File: src/rtl/pmem_responder.sv
// Behavioural 32 x 128-bit line memory answering LC-3b pmem requests after a fixed BUSY delay.
// Define PMEM_RESPONDER_RAND_LATENCY_EN to stretch each BUSY phase by 0..3 cycles from an 8-bit LFSR.
`timescale 1ns/1ps

module pmem_responder #(
    parameter int LATENCY    = 4,
    parameter int INDEX_BITS = 5
) (
    input  logic         clk,
    input  logic         rst_n,
    input  logic         pmem_read,
    input  logic         pmem_write,
    input  logic [15:0]  pmem_address,
    input  logic [127:0] pmem_wdata,
    output logic         pmem_resp,
    output logic [127:0] pmem_rdata
);

    localparam int LINE_W = 128;
    localparam int LINES  = 1 << INDEX_BITS;
    localparam int CNT_W  = 5;

    typedef enum logic [1:0] {
        IDLE = 2'd0,
        BUSY = 2'd1,
        RESP = 2'd2,
        DONE = 2'd3
    } state_t;

    state_t                  state_q, state_d;
    logic [CNT_W-1:0]        cnt_q, cnt_d;
    logic [LINE_W-1:0]       rdata_q, rdata_d;
    logic                    op_write_q, op_write_d;
    logic [INDEX_BITS-1:0]   index_q, index_d;
    logic [LINE_W-1:0]       wline_q, wline_d;
    logic [LINE_W-1:0]       mem [LINES];
    logic                    mem_we;
    logic                    accept;
    logic [CNT_W-1:0]        lat_load;
    logic                    unused_addr_bits;

    // Offset bits and bits above the index alias onto the same line.
    assign unused_addr_bits = ^{pmem_address[15:INDEX_BITS+4], pmem_address[3:0]};

    assign accept = (state_q == IDLE) && (pmem_read || pmem_write);

`ifdef PMEM_RESPONDER_RAND_LATENCY_EN
    logic [7:0] lfsr_q, lfsr_d;

    // Extra BUSY cycles come from the value the LFSR holds before it steps.
    assign lat_load = CNT_W'(LATENCY - 1) + {{(CNT_W-2){1'b0}}, lfsr_q[1:0]};

    always_comb begin
        lfsr_d = lfsr_q;
        if (accept) begin
            lfsr_d = {lfsr_q[6:0], lfsr_q[7] ^ lfsr_q[5] ^ lfsr_q[4] ^ lfsr_q[3]};
        end
    end

    always_ff @(posedge clk or negedge rst_n) begin
        if (!rst_n) begin
            lfsr_q <= 8'hA5;
        end else begin
            lfsr_q <= lfsr_d;
        end
    end
`else
    assign lat_load = CNT_W'(LATENCY - 1);
`endif

    always_comb begin
        state_d    = state_q;
        cnt_d      = cnt_q;
        rdata_d    = rdata_q;
        op_write_d = op_write_q;
        index_d    = index_q;
        wline_d    = wline_q;
        mem_we     = 1'b0;
        pmem_resp  = 1'b0;
        case (state_q)
            IDLE: begin
                if (accept) begin
                    // A simultaneous read and write is treated as a write.
                    op_write_d = pmem_write;
                    index_d    = pmem_address[INDEX_BITS+3:4];
                    wline_d    = pmem_wdata;
                    cnt_d      = lat_load;
                    state_d    = BUSY;
                end
            end
            BUSY: begin
                if (cnt_q == '0) begin
                    state_d = RESP;
                    if (!op_write_q) begin
                        rdata_d = mem[index_q];
                    end
                end else begin
                    cnt_d = cnt_q - 1'b1;
                end
            end
            RESP: begin
                pmem_resp = 1'b1;
                mem_we    = op_write_q;
                state_d   = DONE;
            end
            DONE: begin
                state_d = IDLE;
            end
            default: begin
                state_d = IDLE;
            end
        endcase
    end

    always_ff @(posedge clk or negedge rst_n) begin
        if (!rst_n) begin
            state_q <= IDLE;
            cnt_q   <= '0;
            rdata_q <= '0;
        end else begin
            state_q <= state_d;
            cnt_q   <= cnt_d;
            rdata_q <= rdata_d;
        end
    end

    // Transaction payload and the array itself are never reset; the array survives rst_n.
    always_ff @(posedge clk) begin
        op_write_q <= op_write_d;
        index_q    <= index_d;
        wline_q    <= wline_d;
        if (mem_we) begin
            mem[index_q] <= wline_q;
        end
    end

    assign pmem_rdata = rdata_q;

endmodule

File: config.mk
export PLATFORM = sky130hd
export DESIGN_NAME = pmem_responder
export DESIGN_NICKNAME = d
export VERILOG_FILES = /design/src/rtl/pmem_responder.sv
export SDC_FILE = /design/constraint.sdc
export NUM_CORES = 2
export LEC_CHECK = 0
export CORE_MARGIN = 5
export CORE_UTILIZATION = 36
export DETAILED_ROUTE_END_ITERATION = 8
export GPL_TIMING_DRIVEN = 0
export PLACE_DENSITY = 0.61
export SLEW_MARGIN = 5
export SYNTH_ARGS = -nofsm -noshare
export SYNTH_HDL_FRONTEND = slang
export SYNTH_SLANG_ARGS = --single-unit
File: constraint.sdc
create_clock -name clk -period 24.1 [get_ports clk]
set_input_delay 3.615 -clock clk [delete_from_list [all_inputs] [get_ports clk]]
set_output_delay 3.615 -clock clk [all_outputs]
set_load 0.1 [all_outputs]
==> metrics.csv <==
metric;value;unit
grt_pass1_vias;89500;
design_area;195000;sq um
cts_buffers;422;
synthesis.nets;8694;
slowest_delay;1.26;ns
fp.dieH;683;um
worst-path-buf-inv;2;
yosysMostFrequentCell;edfxtp_1;
grt_pass1_wl;769000;um
yosys-mux-area-fraction;0.126;
antenna_found_initial;53;
setup_viol;0;
synth.yosys.warnings;0;
clock-sinks;4365;
report.final.slew_viol_count;33;
synth_top_family_by_area;multiplexers;
io_buffers;265;
grtUsageTotal;0.238;
critical_path_class;register to output pin;
power.static_leakage;66.6;nW
clkLatencyLatePin;1.01;ns
cpMaxStageDelayCell;clkdlybuf4s50_1;
violations;capacitance limit, slew limit;
status;complete, but fails checks;
ioPinCount;277;
ys.flop_type;edfxtp_1;
slew_headroom;-0.0830;
start_util;0.361;
cp-end-kind;output pin;
dp_slack;18.16;ns
synth_compound_area_frac;0.0447;
hold_viol;0;
clk_pin_slew;0.06;ns
yosys-top-cells-area;edfxtp_1 78%, mux2i_1 12%, o22ai_1 3.9%, dfrtp_1 2.1%, nor4_1 0.97%;
synthArstFlopShare;0.0309;
powerDensity;103;nW/um^2
clock-root-buffer;clkbuf_16;
routed_wirelength;579000;um
tightest_slew;1.62;ns
dieWidth;683;um
synthAdderAreaFrac;0.000383;
post-dp-hpwl;385000;um
overflow;0;
netlist_area;163000;sq um
synthCells;8541;
power;20.0;mW
synth_edf_count;4230;
finalCriticalPeriod;6.94;ns
final_core_util;0.430;
hold_path_class;register to register;
area_delta_synth_final;19.3;%
cts-resized-gates;0;
first_pass_iters;8;
postCtsSetupBuffers;0;
fmax;144;MHz
cts_tree;built;
synth.largest_area_cell;edfxtp_1;
ys_seq_elements;4365;
drt-wirelength-per-cell;36.2;um
fin_ws;17.16;ns
ctsHtreeMaxLevel;5;
synth_top_area_frac;0.779;
nets;9741;
ys_types;38;
crit_path_start_kind;register;
vias;94100;
core;452000;sq um
critPathMaxFanout;5;
row_count;247;
fin_worst_skew;0.0738;ns
drc;0;
grt_max_degree;64;
dieArea;467000;sq um
syn_area_per_cell;19.1;sq um
fillers;38500;
required;20.48;ns
drive_above_1_share;0.139;
place_area;180000;sq um
drt.antenna.violating_nets;0;
synth-seq-area-share;0.799;
drt-initial-drc-count;14300;
yosys.area_share.simple;0.0156;
gp_congestion;0.814;
viasPerCell;5.89;
synth_xor_area_frac;0;
synth_common_cells;4230 x edfxtp_1, 2037 x mux2i_1, 1017 x o22ai_1;
ir_worst_vdd;0.0638;mV
cap_violations;3;
postCtsHoldBufs;0;
rsz0062_at_grt;no;
clockBufferDepth;4;
timing.setup.tns;0;ns
finalCritPeriodShare;0.288;
arrival;3.33;ns
cp_top_family;buffers and inverters;
path_cells;inv_1, ha_1, clkdlybuf4s50_1;
through the flow:
stage	cells	hold WS, ns
2_1_floorplan	8541	0.450
3_3_place_gp	14800	0.468
3_5_place_dp	15100	0.489
4_1_cts	15900	0.503
5_1_grt	16000	0.532
6_report	16000	0.502
metal layers:
layer	GRT usage	wire, um	up-vias
li1	-	-	37200
met1	0.302	209000	48700
met2	0.378	267000	6747
met3	0.0618	68000	1394
met4	0.124	34600	40
met5	0.00306	456	-
cells by family after synthesis:
group,after synthesis
flops,4365
buf+inv,499
fa+ha+maj,5
simple gates,464
compound gates,1165
mux,2043
worst paths after layout:
check | from | to | slack, ns | cells after the start
max in group asynchronous | rst_n | pmem_rdata[56] | 20.62 | 2
min | cnt_q[4] | cnt_q[4] | 0.50 | 1
max reg2reg | index_q[1] | mem[26][71] | 18.29 | 14
min in group asynchronous | rst_n | pmem_rdata[124] | 2.50 | 1
max | state_q[0] | pmem_resp | 17.16 | 3
min reg2reg | cnt_q[4] | cnt_q[4] | 0.50 | 1
state kept, by name, summed over array words and instances, names as in the netlist:
register    count
mem          4096
cnt_q           5
pmem_rdata    128
state_q         2
op_write_q      1
wline_q       128
index_q         5
layout by cell type, fill, tap and decap left out, types with 11 or more instances in the layout:
cell type	count
bufinv_16	39
buf_12	191
nor4_1	253
clkbuf_1	196
buf_1	30
edfxtp_1	4230
clkinvlp_4	24
clkinv_2	74
buf_4	45
clkbuf_2	58
clkinv_1	78
nor2_4	28
clkdlybuf4s50_1	262
buf_6	54
buf_2	289
a31oi_1	127
buf_16	79
clkbuf_16	426
diode_2	51
clkbuf_8	26
nor2_1	131
o22ai_1	1017
dfrtp_1	135
clkinv_16	11
mux2i_1	2037
where the power goes:
| part | switching [mW] | internal, mW | total [mW] |
|---|---|---|---|
| combinational | 2.68 | 1.04 | 3.71 |
| clock | 2.90 | 3.77 | 6.67 |
| sequential | 0.591 | 9.06 | 9.65 |
area by class of cell:
| class | instances | area [sq um] | share of cell area |
|---|---|---|---|
| flip-flops and latches | 4365 | 130000 | 0.670 |
| plain buffers | 494 | 2370 | 0.0122 |
| diodes | 51 | 128 | 0.000656 |
| clock buffers | 545 | 11400 | 0.0584 |
| repair buffers | 623 | 9520 | 0.0489 |
| multi-input cells | 3677 | 30700 | 0.158 |
| clock inverters | 248 | 2620 | 0.0134 |
| inverters | 5 | 18.8 | 0.0000965 |
| well taps | 5976 | 7480 | 0.0384 |
Power figures use the tool's default switching activity.
